## config.mk

```make
export PLATFORM = sky130hd
export DESIGN_NAME = lsu_mem_port
export DESIGN_NICKNAME = d
export VERILOG_FILES = /design/src/rtl/lsu_mem_port_pkg.sv /design/src/rtl/lsu_queue.sv /design/src/rtl/lsu_mem_port.sv
export SDC_FILE = /design/constraint.sdc
export NUM_CORES = 1
export LEC_CHECK = 0
export BUFFER_PORTS_ARGS = -buffer_cell sky130_fd_sc_hd__buf_4
export CORE_ASPECT_RATIO = 1.1
export CORE_MARGIN = 2
export CORE_UTILIZATION = 51
export DETAILED_ROUTE_END_ITERATION = 12
export GPL_TIMING_DRIVEN = 0
export PLACE_DENSITY = 0.76
export SLEW_MARGIN = 20
export SYNTH_ARGS = -nofsm -noshare
export SYNTH_HDL_FRONTEND = slang
export SYNTH_SLANG_ARGS = --single-unit
export TNS_END_PERCENT = 50
```

## constraint.sdc

```tcl
create_clock -name clk -period 11.43 [get_ports clk]
set_input_delay 1.7145 -clock clk [delete_from_list [all_inputs] [get_ports clk]]
set_output_delay 1.7145 -clock clk [all_outputs]
set_load 0.03 [all_outputs]
```

## src/rtl/lsu_mem_port_pkg.sv

```systemverilog
// Shared definitions for the load/store unit memory port: op codes,
// bus size codes, address-error exception codes and the pure decode /
// lane-steering helpers used by both the request and response paths.
package lsu_mem_port_pkg;

  localparam logic [3:0] LSU_OP_LB  = 4'd0;
  localparam logic [3:0] LSU_OP_LBU = 4'd1;
  localparam logic [3:0] LSU_OP_LH  = 4'd2;
  localparam logic [3:0] LSU_OP_LHU = 4'd3;
  localparam logic [3:0] LSU_OP_LW  = 4'd4;
  localparam logic [3:0] LSU_OP_LWL = 4'd5;
  localparam logic [3:0] LSU_OP_LWR = 4'd6;
  localparam logic [3:0] LSU_OP_SB  = 4'd7;
  localparam logic [3:0] LSU_OP_SH  = 4'd8;
  localparam logic [3:0] LSU_OP_SW  = 4'd9;
  localparam logic [3:0] LSU_OP_SWL = 4'd10;
  localparam logic [3:0] LSU_OP_SWR = 4'd11;

  localparam logic [1:0] LSU_SIZE_BYTE = 2'd0;
  localparam logic [1:0] LSU_SIZE_HALF = 2'd1;
  localparam logic [1:0] LSU_SIZE_WORD = 2'd2;

  localparam logic [4:0] LSU_EXC_ADEL = 5'h04;
  localparam logic [4:0] LSU_EXC_ADES = 5'h05;

  // Store-class ops drive bus_wr and return zero as register value.
  function automatic logic lsu_is_store(input logic [3:0] op);
    case (op)
      LSU_OP_SB, LSU_OP_SH, LSU_OP_SW, LSU_OP_SWL, LSU_OP_SWR: return 1'b1;
      default: return 1'b0;
    endcase
  endfunction

  // Exception code the pipeline reports for a misaligned op.
  function automatic logic [4:0] lsu_exc_code(input logic [3:0] op);
    return lsu_is_store(op) ? LSU_EXC_ADES : LSU_EXC_ADEL;
  endfunction

  function automatic logic [1:0] lsu_size(input logic [3:0] op);
    case (op)
      LSU_OP_LB, LSU_OP_LBU, LSU_OP_SB: return LSU_SIZE_BYTE;
      LSU_OP_LH, LSU_OP_LHU, LSU_OP_SH: return LSU_SIZE_HALF;
      default: return LSU_SIZE_WORD;
    endcase
  endfunction

  // Unaligned word ops always access the containing aligned word.
  function automatic logic lsu_word_base(input logic [3:0] op);
    case (op)
      LSU_OP_LWL, LSU_OP_LWR, LSU_OP_SWL, LSU_OP_SWR: return 1'b1;
      default: return 1'b0;
    endcase
  endfunction

  function automatic logic lsu_misaligned(input logic [3:0] op, input logic [1:0] a);
    case (op)
      LSU_OP_LH, LSU_OP_LHU, LSU_OP_SH: return a[0];
      LSU_OP_LW, LSU_OP_SW: return (a != 2'd0);
      default: return 1'b0;
    endcase
  endfunction

  function automatic logic [3:0] lsu_wstrb(input logic [3:0] op, input logic [1:0] a);
    case (op)
      LSU_OP_SB: return 4'b0001 << a;
      LSU_OP_SH: return a[1] ? 4'b1100 : 4'b0011;
      LSU_OP_SW: return 4'b1111;
      LSU_OP_SWL: begin
        case (a)
          2'd0: return 4'b0001;
          2'd1: return 4'b0011;
          2'd2: return 4'b0111;
          default: return 4'b1111;
        endcase
      end
      LSU_OP_SWR: return 4'b1111 << a;
      default: return 4'b0000;
    endcase
  endfunction

  // SWL carries the high bytes of rt down to the low lanes; every other
  // store shifts rt up to the addressed lane.
  function automatic logic [31:0] lsu_wdata(input logic [3:0] op, input logic [1:0] a,
                                            input logic [31:0] wdata);
    case (op)
      LSU_OP_SB, LSU_OP_SH, LSU_OP_SW, LSU_OP_SWR: return wdata << {a, 3'b000};
      LSU_OP_SWL: return wdata >> (5'd24 - {a, 3'b000});
      default: return 32'd0;
    endcase
  endfunction

  function automatic logic [31:0] lsu_load_result(input logic [3:0] op, input logic [1:0] a,
                                                  input logic [31:0] rd, input logic [31:0] rt);
    logic [31:0] sh;
    sh = rd >> {a, 3'b000};
    case (op)
      LSU_OP_LB:  return {{24{sh[7]}}, sh[7:0]};
      LSU_OP_LBU: return {24'd0, sh[7:0]};
      LSU_OP_LH:  return {{16{sh[15]}}, sh[15:0]};
      LSU_OP_LHU: return {16'd0, sh[15:0]};
      LSU_OP_LW:  return rd;
      LSU_OP_LWL: begin
        case (a)
          2'd0: return {rd[7:0], rt[23:0]};
          2'd1: return {rd[15:0], rt[15:0]};
          2'd2: return {rd[23:0], rt[7:0]};
          default: return rd;
        endcase
      end
      LSU_OP_LWR: begin
        case (a)
          2'd0: return rd;
          2'd1: return {rt[31:24], rd[31:8]};
          2'd2: return {rt[31:16], rd[31:16]};
          default: return {rt[31:8], rd[31:24]};
        endcase
      end
      default: return 32'd0;
    endcase
  endfunction

endpackage

```

## src/rtl/lsu_queue.sv

```systemverilog
// In-order transaction queue for the LSU. Entries are pushed at the tail,
// marked issued when the bus takes their request, filled when their read
// data returns, and popped from the head. The issue and fill targets are
// the oldest entries still waiting for that step.
module lsu_queue #(
  parameter int DEPTH = 2,
  parameter int PAY_W = 8,
  localparam int PTR_W = $clog2(DEPTH),
  localparam int CNT_W = $clog2(DEPTH) + 1
) (
  input  logic             clk,
  input  logic             rst,
  input  logic             clear,
  input  logic             push,
  input  logic [PAY_W-1:0] push_pay,
  input  logic             push_exc,
  input  logic             pop,
  input  logic             mark_issue,
  input  logic             fill,
  input  logic [31:0]      fill_data,
  output logic             full,
  output logic             empty,
  output logic [PAY_W-1:0] head_pay,
  output logic             head_exc,
  output logic             head_done,
  output logic [31:0]      head_rdata,
  output logic             fill_at_head,
  output logic [CNT_W-1:0] pend_cnt
);

  logic [PAY_W-1:0] pay_r   [DEPTH];
  logic [31:0]      rdata_r [DEPTH];
  logic [DEPTH-1:0] exc_r;
  logic [DEPTH-1:0] issued_r;
  logic [DEPTH-1:0] done_r;
  logic [PTR_W-1:0] head_ptr_r;
  logic [PTR_W-1:0] tail_ptr_r;
  logic [CNT_W-1:0] cnt_r;

  logic [PTR_W-1:0] issue_ptr_s;
  logic [PTR_W-1:0] fill_ptr_s;
  logic             issue_hit_s;
  logic             fill_hit_s;
  logic [PTR_W-1:0] scan_idx_s;
  logic             in_q_s;
  logic             take_iss_s;
  logic             take_fill_s;

  // Walk from head to find the oldest unissued and oldest unfilled entries.
  always_comb begin
    issue_ptr_s = head_ptr_r;
    fill_ptr_s  = head_ptr_r;
    issue_hit_s = 1'b0;
    fill_hit_s  = 1'b0;
    pend_cnt    = {CNT_W{1'b0}};
    scan_idx_s  = head_ptr_r;
    in_q_s      = 1'b0;
    take_iss_s  = 1'b0;
    take_fill_s = 1'b0;
    for (int i = 0; i < DEPTH; i++) begin
      scan_idx_s  = head_ptr_r + PTR_W'(i);
      in_q_s      = (CNT_W'(i) < cnt_r);
      take_iss_s  = in_q_s && !exc_r[scan_idx_s] && !issued_r[scan_idx_s] && !issue_hit_s;
      take_fill_s = in_q_s && issued_r[scan_idx_s] && !done_r[scan_idx_s] && !fill_hit_s;
      issue_ptr_s = take_iss_s ? scan_idx_s : issue_ptr_s;
      fill_ptr_s  = take_fill_s ? scan_idx_s : fill_ptr_s;
      issue_hit_s = issue_hit_s | take_iss_s;
      fill_hit_s  = fill_hit_s | take_fill_s;
      pend_cnt    = pend_cnt + CNT_W'(in_q_s && issued_r[scan_idx_s] && !done_r[scan_idx_s]);
    end
  end

  assign full         = (cnt_r == CNT_W'(DEPTH));
  assign empty        = (cnt_r == {CNT_W{1'b0}});
  assign head_pay     = pay_r[head_ptr_r];
  assign head_exc     = exc_r[head_ptr_r];
  assign head_done    = done_r[head_ptr_r];
  assign head_rdata   = rdata_r[head_ptr_r];
  assign fill_at_head = fill_hit_s && (fill_ptr_s == head_ptr_r);

  // Pointer, occupancy and per-entry progress state; clear drops all entries.
  always_ff @(posedge clk or posedge rst) begin
    if (rst) begin
      head_ptr_r <= {PTR_W{1'b0}};
      tail_ptr_r <= {PTR_W{1'b0}};
      cnt_r      <= {CNT_W{1'b0}};
      exc_r      <= {DEPTH{1'b0}};
      issued_r   <= {DEPTH{1'b0}};
      done_r     <= {DEPTH{1'b0}};
      for (int i = 0; i < DEPTH; i++) begin
        pay_r[i]   <= {PAY_W{1'b0}};
        rdata_r[i] <= 32'd0;
      end
    end else if (clear) begin
      head_ptr_r <= {PTR_W{1'b0}};
      tail_ptr_r <= {PTR_W{1'b0}};
      cnt_r      <= {CNT_W{1'b0}};
      exc_r      <= {DEPTH{1'b0}};
      issued_r   <= {DEPTH{1'b0}};
      done_r     <= {DEPTH{1'b0}};
    end else begin
      if (push) begin
        pay_r[tail_ptr_r]    <= push_pay;
        exc_r[tail_ptr_r]    <= push_exc;
        issued_r[tail_ptr_r] <= 1'b0;
        done_r[tail_ptr_r]   <= 1'b0;
        tail_ptr_r           <= tail_ptr_r + PTR_W'(1);
      end
      if (mark_issue && issue_hit_s) begin
        issued_r[issue_ptr_s] <= 1'b1;
      end
      if (fill && fill_hit_s) begin
        done_r[fill_ptr_s]  <= 1'b1;
        rdata_r[fill_ptr_s] <= fill_data;
      end
      if (pop) begin
        head_ptr_r <= head_ptr_r + PTR_W'(1);
      end
      cnt_r <= cnt_r + CNT_W'(push) - CNT_W'(pop);
    end
  end

endmodule

```

## src/rtl/lsu_mem_port.sv

```systemverilog
// Load/store unit memory port: converts accepted LSU ops into SRAM-like bus
// transactions, tracks up to DEPTH of them in order, and returns finished
// register values (or address errors) as single-cycle responses. A flush
// drops queued work and swallows any bus responses still owed to it.
module lsu_mem_port #(
  parameter int ADDR_W = 32,
  parameter int DEPTH  = 2,
  parameter int TAG_W  = 5
) (
  input  logic              clk,
  input  logic              rst,
  input  logic              req_valid,
  output logic              req_ready,
  input  logic [3:0]        req_op,
  input  logic [ADDR_W-1:0] req_addr,
  input  logic [31:0]       req_wdata,
  input  logic [31:0]       req_rtdata,
  input  logic [TAG_W-1:0]  req_tag,
  input  logic              flush,
  output logic              bus_req,
  output logic              bus_wr,
  output logic [1:0]        bus_size,
  output logic [3:0]        bus_wstrb,
  output logic [ADDR_W-1:0] bus_addr,
  output logic [31:0]       bus_wdata,
  input  logic              bus_addr_ok,
  input  logic              bus_data_ok,
  input  logic [31:0]       bus_rdata,
  output logic              resp_valid,
  output logic [31:0]       resp_data,
  output logic [TAG_W-1:0]  resp_tag,
  output logic              resp_exc,
  output logic [ADDR_W-1:0] resp_badvaddr
);

  import lsu_mem_port_pkg::*;

  localparam int PAY_W  = 4 + 2 + 32 + TAG_W + ADDR_W;
  localparam int CNT_W  = $clog2(DEPTH) + 1;
  localparam int DISC_W = CNT_W + 1;

  logic [1:0]        acc_a_s;
  logic              acc_misalign_s;
  logic              accept_s;
  logic              fill_s;
  logic              pop_s;
  logic              full_s;
  logic              empty_s;
  logic [PAY_W-1:0]  head_pay_s;
  logic              head_exc_s;
  logic              head_done_s;
  logic [31:0]       head_rdata_s;
  logic              fill_at_head_s;
  logic [CNT_W-1:0]  pend_cnt_s;
  logic [3:0]        head_op_s;
  logic [1:0]        head_a_s;
  logic [31:0]       head_rt_s;
  logic [TAG_W-1:0]  head_tag_s;
  logic [ADDR_W-1:0] head_addr_s;
  logic [31:0]       head_rd_s;
  logic [DISC_W-1:0] discard_cnt_r;
  logic [DISC_W-1:0] discard_nxt_s;
  logic              orphan_r;

  assign acc_a_s        = req_addr[1:0];
  assign acc_misalign_s = lsu_misaligned(req_op, acc_a_s);

  // Ready is evaluated against the queue as it stands this cycle, before any pop.
  assign req_ready = !flush && !full_s && (!bus_req || bus_addr_ok)
                     && (discard_cnt_r == {DISC_W{1'b0}});
  assign accept_s  = req_valid && req_ready;

  // Read data belongs to flushed work while the discard counter is nonzero.
  assign fill_s = bus_data_ok && (discard_cnt_r == {DISC_W{1'b0}});

  assign {head_op_s, head_a_s, head_rt_s, head_tag_s, head_addr_s} = head_pay_s;

  // Data arriving for the head entry is used directly to save a cycle.
  assign head_rd_s = (fill_s && fill_at_head_s) ? bus_rdata : head_rdata_s;
  assign pop_s     = !flush && !empty_s
                     && (head_exc_s || head_done_s || (fill_s && fill_at_head_s));

  lsu_queue #(
    .DEPTH (DEPTH),
    .PAY_W (PAY_W)
  ) u_queue (
    .clk          (clk),
    .rst          (rst),
    .clear        (flush),
    .push         (accept_s),
    .push_pay     ({req_op, acc_a_s, req_rtdata, req_tag, req_addr}),
    .push_exc     (acc_misalign_s),
    .pop          (pop_s),
    .mark_issue   (bus_req && bus_addr_ok && !orphan_r),
    .fill         (fill_s),
    .fill_data    (bus_rdata),
    .full         (full_s),
    .empty        (empty_s),
    .head_pay     (head_pay_s),
    .head_exc     (head_exc_s),
    .head_done    (head_done_s),
    .head_rdata   (head_rdata_s),
    .fill_at_head (fill_at_head_s),
    .pend_cnt     (pend_cnt_s)
  );

  // Count bus responses still owed to flushed work, including a held request.
  always_comb begin
    discard_nxt_s = discard_cnt_r;
    if (flush) begin
      discard_nxt_s = discard_cnt_r + DISC_W'(pend_cnt_s) + DISC_W'(bus_req && !orphan_r);
    end else begin
      discard_nxt_s = discard_cnt_r;
    end
    if (bus_data_ok && (flush || (discard_cnt_r != {DISC_W{1'b0}}))
        && (discard_nxt_s != {DISC_W{1'b0}})) begin
      discard_nxt_s = discard_nxt_s - DISC_W'(1);
    end else begin
      discard_nxt_s = discard_nxt_s;
    end
  end

  // Discard counter register.
  always_ff @(posedge clk or posedge rst) begin
    if (rst) begin
      discard_cnt_r <= {DISC_W{1'b0}};
    end else begin
      discard_cnt_r <= discard_nxt_s;
    end
  end

  // Remember that the request currently held on the bus belongs to flushed work.
  always_ff @(posedge clk or posedge rst) begin
    if (rst) begin
      orphan_r <= 1'b0;
    end else if (bus_req && bus_addr_ok) begin
      orphan_r <= 1'b0;
    end else if (flush && bus_req) begin
      orphan_r <= 1'b1;
    end
  end

  // Bus request register: load on a good accept, hold until addr_ok.
  always_ff @(posedge clk or posedge rst) begin
    if (rst) begin
      bus_req   <= 1'b0;
      bus_wr    <= 1'b0;
      bus_size  <= 2'd0;
      bus_wstrb <= 4'd0;
      bus_addr  <= {ADDR_W{1'b0}};
      bus_wdata <= 32'd0;
    end else if (accept_s && !acc_misalign_s) begin
      bus_req   <= 1'b1;
      bus_wr    <= lsu_is_store(req_op);
      bus_size  <= lsu_size(req_op);
      bus_wstrb <= lsu_wstrb(req_op, acc_a_s);
      bus_addr  <= lsu_word_base(req_op) ? {req_addr[ADDR_W-1:2], 2'b00} : req_addr;
      bus_wdata <= lsu_wdata(req_op, acc_a_s, req_wdata);
    end else if (bus_req && bus_addr_ok) begin
      bus_req   <= 1'b0;
      bus_wr    <= 1'b0;
      bus_size  <= 2'd0;
      bus_wstrb <= 4'd0;
      bus_addr  <= {ADDR_W{1'b0}};
      bus_wdata <= 32'd0;
    end
  end

  // Response register: one-cycle pulse per popped head entry.
  always_ff @(posedge clk or posedge rst) begin
    if (rst) begin
      resp_valid    <= 1'b0;
      resp_data     <= 32'd0;
      resp_tag      <= {TAG_W{1'b0}};
      resp_exc      <= 1'b0;
      resp_badvaddr <= {ADDR_W{1'b0}};
    end else if (pop_s) begin
      resp_valid    <= 1'b1;
      resp_data     <= head_exc_s ? 32'd0
                                  : lsu_load_result(head_op_s, head_a_s, head_rd_s, head_rt_s);
      resp_tag      <= head_tag_s;
      resp_exc      <= head_exc_s;
      resp_badvaddr <= head_exc_s ? head_addr_s : {ADDR_W{1'b0}};
    end else begin
      resp_valid    <= 1'b0;
      resp_data     <= 32'd0;
      resp_tag      <= {TAG_W{1'b0}};
      resp_exc      <= 1'b0;
      resp_badvaddr <= {ADDR_W{1'b0}};
    end
  end

endmodule
```

==> out/summary.txt, run 1 <==
status = finished, final reports clean
top-count cell post-synth = dfrtp_1
worst skew pair latency = 0.55 ns
largest cells by area after synthesis = dfrtp_1, mux2_2, mux2i_1, a22o_1, a21oi_1
Slew Viols, Final = 0
Initial Util = 51.6%
Inserted Diodes = 0
crit-path max FO = 8
Max Fclk = 210 MHz
CP Launch Type = primary input
period utilization = 41.7%
vias in the first global route = 15.0k
most common flop cell mapped by yosys = dfrtp_1
Setup Buffers After CTS = 0
DP HPWL = 44700 um
fraction of layout cells with a size suffix above 1 = 36.0%
Netlist cell types = 74
Hold Path Class = reg2reg
min Tclk post-route = 4.77 ns
Avg WL per Cell = 25.4 um
Vias/cell = 6.24
Die X = 184 um
IO Port Bufs = 282
Pleak = 0.0104 uW
RePlAce Congestion = 0.986
Die Span Y = 202 um
P&R area growth vs syn = 23.3%
r2r startpoint = u_queue.cnt_r[1]
Final Net Count = 2010
Comb power frac = 30.1%
Worst-path clk slew = 0.06 ns
hold path cells = 1
antenna-violating nets left = 0
clk sinks = 367
Internal Pwr Total = 2840 uW
First-pass DRT Iterations = 8
H-tree depth = 2
total CTS buffers = 38
Hold Path Origin = bus_wdata[7]
Final Core Density = 63.7%
cell count after synthesis = 1526
Final setup viols = 0
Die ar. = 0.0371 mm^2
Clock Skew = 0.0251 ns
first-pass GRT wire length = 89900 um
Crit-path slowest cell = nor4_1
mapped cell area = 0.0181 mm^2
CP cell instances = clkbuf_1 -> nor4_1 -> and3_1 -> buf_4
Worst Tran Pin Value = 1.17 ns
post-cts gate resize count = 0
total grt overflow = 0
sw frac = 33.7%
ys async rst share = 100%
Ys Warns = 0
FF/Latch Area = 0.00918 mm^2
Yosys top cell by area = dfrtp_1
row cnt = 72
Starting DRT DRC Count = 1207
Critical Path RT = 9.72 ns
Fillers = 2762
DRC = 0
cells on worst reg2reg path = 12
relative slew slack = 21.8%
Setup Crit Path Kind = in2out
Synth top area share = 50.6%
Worst VDD drop = 163 uV
clock share of power = 29.9%
Setup crit end kind = output pin
multi-input logic area = 0.00837 mm^2
Sw Pwr = 1450 uW
core box area = 0.0351 mm^2
syn_nets = 1676
RSZ-0062 raised after global routing = no
GR Util All Layers = 32.0%
hold endpoint = bus_wdata[7]
Critical Path AT = 3.05 ns
maxcap violations = 0
I/O pin total = 287
reg2reg setup slack = 7.52 ns
CTS root buffer = clkbuf_16
post-synthesis register bit count = 367
cts hold-fix bufs = 0
initial antenna violation count = 3
Pwr Density = 192 mW/mm^2
post-synthesis sequential area ratio = 50.6%
Avg Cell Area, Syn = 11.9 um^2
Via Count = 14.5k
most instantiated cells after synthesis = dfrtp_1, mux2_2, mux2i_1
setup TNS = 0 ns
crit-path max cell delay = 0.60 ns
RR Endpoint = discard_cnt_r[1]
largest net degree at the start of global routing = 39
TritonCTS clock tree = done
final wirelength = 59300 um
CTS max path bufs = 3
Hold Fails Final Rpt = 0
sequential share of power = 40.0%
EDFF count, synth = 0
-- cells by family (layout without fill, tap and decap cells) --
group,count (synthesis),after routing,share of synthesized area (%)
mux,378,378,22.6
buf+inv,129,490,3.26
flops,367,367,50.6
xor+xnor,6,6,0.290
fa+ha+maj,7,7,0.566
simple gates,209,209,5.60
compound gates,430,430,17.0
-- routing by layer --
metal,GRT usage (%),up-vias,part of all wire [%]
met3,6.81,160,7.2
met2,54.2,622,49
met1,39.1,7306,39
met5,0,-,0.012
li1,-,6446,-
met4,14.9,2,5.2
-- cells in the final DEF, fill, tap and decap left out, drive strengths merged, types with 12 or more instances in the layout --
| cell | instances |
|---|---|
| o2bb2ai | 18 |
| mux2 | 252 |
| a22oi | 34 |
| nor2 | 93 |
| o211ai | 27 |
| inv | 17 |
| a22o | 53 |
| nand2 | 49 |
| a221oi | 14 |
| a31oi | 19 |
| o21ai | 60 |
| dfrtp | 367 |
| o41ai | 12 |
| a211oi | 16 |
| a41oi | 12 |
| o22ai | 31 |
| a21oi | 80 |
| mux2i | 126 |
| clkbuf | 114 |
| buf | 349 |
-- power groups by stage --
stage	combinational, uW	clock, uW	sequential (uW)
floorplan	707	0	1820
global placement	1240	0	1720
detailed placement	1280	0	1730
CTS	1280	1300	1710
global route	1380	1350	1750
finish	1290	1280	1720
-- cell type report --
class	count	area share (%)
clock buffers	55	5.12
clock inverters	12	0.705
plain buffers	114	2.39
inverters	15	0.269
well taps	444	2.48
flip-flops and latches	367	41.1
repair buffers	294	10.6
multi-input cells	1030	37.4
-- state kept, by name, summed over array words and instances (netlist names), 2 cells and up --
signal / count
u_queue.pay_r: 146
u_queue.rdata_r: 64
bus_addr: 32
bus_wdata: 32
resp_badvaddr: 32
resp_data: 32
resp_tag: 5
bus_wstrb: 4
discard_cnt_r: 3
bus_size: 2
u_queue.cnt_r: 2
u_queue.done_r: 2
u_queue.exc_r: 2
u_queue.issued_r: 2
-- metrics by stage --
step                      hold WS, ns  std cells  area (um^2)  setup slack [ns]  total power, uW
after floorplan                 0.464       1526        18100              4.79             2530
after global placement          0.480       2252        20800              2.94             2960
after detailed placement        0.475       2264        21100              6.42             3010
after CTS                       0.493       2331        22400              6.71             4300
after global routing            0.503       2331        22400              6.59             4480
final                           0.494       2331        22400              6.66             4290
-- worst max path at each step --
stage | from | slack, ns | end | cells past startpoint
2_1_floorplan | rst | 4.79 | bus_addr[0] | 1
3_3_place_gp | rst | 2.94 | u_queue.pay_r[131] | 2
3_5_place_dp | flush | 6.42 | bus_addr[22] | 7
4_1_cts | flush | 6.71 | req_ready | 4
5_1_grt | flush | 6.59 | req_ready | 4
6_report | flush | 6.66 | req_ready | 4
-- critical path: cells and delay by family --
family,cells,cell delay [ns]
and+or+nand+nor,2,0.95
buffers and inverters,2,0.39
(Power assumes the default switching activity.)
==> run 2, diff against run 1 <==
- ABC_AREA: unset -> 1
- PLACE_DENSITY: 0.76 -> 0.73
- clock period: 11.43 -> 4.9 ns (I/O delays scaled with it)
==> run 2 against run 1 <==
Net effect:
- combinational power increased to 2.7 times the previous value
- routed wire length is 13% higher
- power rose by 140%
- sequential share of layout area fell by 1.3 points
- final cell count grew 42%
- clock power is 130% higher
- critical path depth grew 12
- worst setup slack lost 5.1 ns
- critical path type is now reg2reg
==> out/summary.txt, run 2 <==
Clock Skew = 0.0158 ns (was 0.0251 ns)
Initial Util = 51.9% (was 51.6%)
top flop regs = u_queue.pay_r: 146 flops, u_queue.rdata_r: 64 flops (unchanged)
simple-gate share of the synthesized area = 25.6% (was 5.60%)
Yosys top cell by area = dfrtp_1 (unchanged)
routed wl met2 = 32600 um (was 29000 um)
CP Launch Type = register (was primary input)
I/O pin total = 287 (unchanged)
vias in the first global route = 18.6k (was 15.0k)
reg2reg setup slack = 1.55 ns (was 7.52 ns)
GR Util All Layers = 35.2% (was 32.0%)
largest cells by area after synthesis = dfrtp_1, nand2_1, o21ai_0, inv_1, nand3_1 (was dfrtp_1, mux2_2, mux2i_1, a22o_1, a21oi_1)
initial antenna violation count = 1 (was 3)
DP HPWL = 50200 um (was 44700 um)
RePlAce Congestion = 0.992 (was 0.986)
Slew Viols, Final = 0 (unchanged)
Ys Warns = 0 (unchanged)
Post-Synth Adder-Cell Area = 0.544% (was 0.566%)
cells on worst reg2reg path = 16 (was 12)
Die ar. = 0.0386 mm^2 (was 0.0371 mm^2)
Worst-path clk slew = 0.07 ns (was 0.06 ns)
Setup crit start = u_queue.head_ptr_r (was flush)
most common cell after layout, fill and taps aside = nand2_1 (was dfrtp_1)
pre-CTS WS = 1.55 ns (was 6.42 ns)
multiplexer area fraction after synthesis = 1.52% (was 22.6%)
Avg Cell Area, Syn = 7.67 um^2 (was 11.9 um^2)
cts hold-fix bufs = 0 (unchanged)
most instantiated cells after synthesis = nand2_1, dfrtp_1, o21ai_0 (was dfrtp_1, mux2_2, mux2i_1)
RSZ-0062 raised after global routing = no (unchanged)
Final setup viols = 0 (unchanged)
Critical Path AT = 3.79 ns (was 3.05 ns)
EDFF count, synth = 0 (unchanged)
Hold Fails Final Rpt = 0 (unchanged)
CTS max path bufs = 3 (unchanged)
H-tree depth = 2 (unchanged)
Die Span Y = 206 um (was 202 um)
Setup crit end kind = register (was output pin)
most common flop cell mapped by yosys = dfrtp_1 (unchanged)
post-synthesis sequential area ratio = 48.7% (was 50.6%)
XOR/XNOR Fraction of Synth Area = 0.378% (was 0.290%)
Max Fclk = 298 MHz
Avg WL per Cell = 20.3 um (was 25.4 um)
row cnt = 73 (was 72)
Biggest register = u_queue.pay_r (unchanged)
min Tclk post-route = 3.35 ns
met1 wire length = 25000 um (was 23000 um)
total CTS buffers = 38 (unchanged)
r2r startpoint = u_queue.head_ptr_r (was u_queue.cnt_r[1])
largest net degree at the start of global routing = 39 (unchanged)
Pleak = 0.0122 uW (was 0.0104 uW)
Fillers = 3201 (was 2762)
Critical Path RT = 5.34 ns (was 9.72 ns)
P&R area growth vs syn = 22.5% (was 23.3%)
post-cts gate resize count = 0 (unchanged)
RR Endpoint = discard_cnt_r[0] (was discard_cnt_r[1])
core box area = 0.0364 mm^2 (was 0.0351 mm^2)
Worst VDD drop = 405 uV (was 163 uV)
total grt overflow = 0 (unchanged)
most frequent cells in the layout = nand2_1, dfrtp_1, o21ai_0, buf_4, inv_1 (was dfrtp_1, buf_4, mux2_2, mux2i_1, nor2_1)
cell count after synthesis = 2459 (was 1526)
Pwr Density = 453 mW/mm^2 (was 192 mW/mm^2)
worst skew pair latency = 0.58 ns (was 0.55 ns)
Setup Buffers After CTS = 0 (unchanged)
top-count cell post-synth = nand2_1 (was dfrtp_1)
largest family of logic cells by synthesized area = simple AND/OR/NAND/NOR gates (was multiplexers)
post-synthesis register bit count = 367 (unchanged)
antenna-violating nets left = 0 (unchanged)
setup TNS = 0 ns (unchanged)
Largest register FFs = 146 (unchanged)
CP endpoint = discard_cnt_r[0] (was req_ready)
DRC = 0 (unchanged)
uppermost layer routed = met5 (unchanged)
Synth Area in Compound Gates = 14.6% (was 17.0%)
First-pass DRT Iterations = 8 (unchanged)
relative slew slack = 39.0% (was 21.8%)
fin area = 0.0231 mm^2 (was 0.0224 mm^2)
status = finished, final reports clean (unchanged)
final wirelength = 67100 um (was 59300 um)
syn_nets = 2609 (was 1676)
Met3 Wirelength = 5800 um (was 4250 um)
Inserted Diodes = 0 (unchanged)
Synth top area share = 48.7% (was 50.6%)
ys async rst share = 100% (unchanged)
period utilization = 68.4%
Hold Path Class = in2async (was reg2reg)
Via Count = 18.5k (was 14.5k)
setup ws final = 1.55 ns (was 6.66 ns)
Final Net Count = 2945 (was 2010)
PnR Total Power = 10500 uW (was 4290 uW)
dpl cell area = 0.0219 mm^2 (was 0.0211 mm^2)
mapped cell area = 0.0189 mm^2 (was 0.0181 mm^2)
Worst Tran Pin Value = 0.915 ns (was 1.17 ns)
IO Port Bufs = 284 (was 282)
Vias/cell = 5.58 (was 6.24)
CTS root buffer = clkbuf_16 (unchanged)
Starting DRT DRC Count = 1604 (was 1207)
maxcap violations = 0 (unchanged)
first-pass GRT wire length = 104000 um (was 89900 um)
Netlist cell types = 49 (was 74)
worst hold slack = 0.168 ns (was 0.494 ns)
crit-path max FO = 8 (unchanged)
Die X = 187 um (was 184 um)
TritonCTS clock tree = done (unchanged)
clk sinks = 367 (unchanged)
fraction of layout cells with a size suffix above 1 = 18.1% (was 36.0%)
Setup Crit Path Kind = reg2reg (was in2out)
[run 2: cell types whose count changed in the layout (fill, tap and decap cells not counted), moves of 14 or more]
cell	before	now
o211ai_1	27	0
o21ai_0	48	347
o22ai_1	31	6
inv_1	13	221
mux2_2	251	1
o21ai_2	0	16
a22o_1	53	0
mux2i_1	126	8
nand2_1	49	835
nand4_1	1	16
nand3_1	8	127
a22oi_1	34	20
o2bb2ai_1	18	0
nor2_1	93	140
[run 2: critical path, stage by stage, from the launching register on]
cell and delay [ns]:
dfrtp_1 0.37, buf_6 0.14, nand2_1 0.11, nand2_4 0.08
nor2_8 0.14, nand2_4 0.10, fa_1 0.49, inv_1 0.04
ha_1 0.20, fa_1 0.50, nor2_1 0.05, nor2_1 0.15
inv_1 0.06, ha_1 0.18, ha_1 0.17, nand3b_1 0.23
xor2_1 0.18
[run 2: cell families after synthesis]
| kind of cell | Yosys count |
|---|---|
| adder cells (fa/ha/maj) | 7 |
| AND/OR/NAND/NOR | 1168 |
| multiplexers | 22 |
| XOR/XNOR | 6 |
| AO/OA/AOI/OAI | 508 |
| flip-flops | 367 |
| buffers and inverters | 381 |
[run 2: stage by stage]
step | cells | utilization (%)
6_report | 3309 | 63.6
4_1_cts | 3309 | 63.6
5_1_grt | 3309 | 63.6
2_1_floorplan | 2459 | -
3_5_place_dp | 3242 | 60.2
3_3_place_gp | 3230 | 59.5
[run 2: power by group]
group / total, uW / internal [uW] / switching [uW]
Clock: 2900 / 1640 / 1260
Combinational: 3510 / 1140 / 2370
Sequential: 4060 / 3680 / 388
[run 2: how the worst min path moves through the flow]
stage / end / slack, ns / cells past startpoint
3_3_place_gp: u_queue.rdata_r[56] / 0.46 / 2
3_5_place_dp: u_queue.rdata_r[60] / 0.47 / 2
4_1_cts: discard_cnt_r[0] / 0.17 / 2
6_report: discard_cnt_r[0] / 0.17 / 2
5_1_grt: discard_cnt_r[0] / 0.19 / 2
2_1_floorplan: u_queue.rdata_r[36] / 0.45 / 2
[run 2: per-layer routing]
metal / track usage, % / vias up
met5: 0 / -
met1: 41.4 / 8859
met4: 19.0 / 2
met3: 7.61 / 178
met2: 60.5 / 875
li1: - / 8547
[run 2: final cells by class]
class / count / area, um^2 / area share [%]
plain buffers: 144 / 729 / 3.16
clock buffers: 57 / 1150 / 4.99
well taps: 487 / 609 / 2.64
clock inverters: 10 / 93.8 / 0.406
flip-flops and latches: 367 / 9180 / 39.7
inverters: 237 / 896 / 3.88
repair buffers: 296 / 2390 / 10.3
multi-input cells: 1711 / 8060 / 34.9
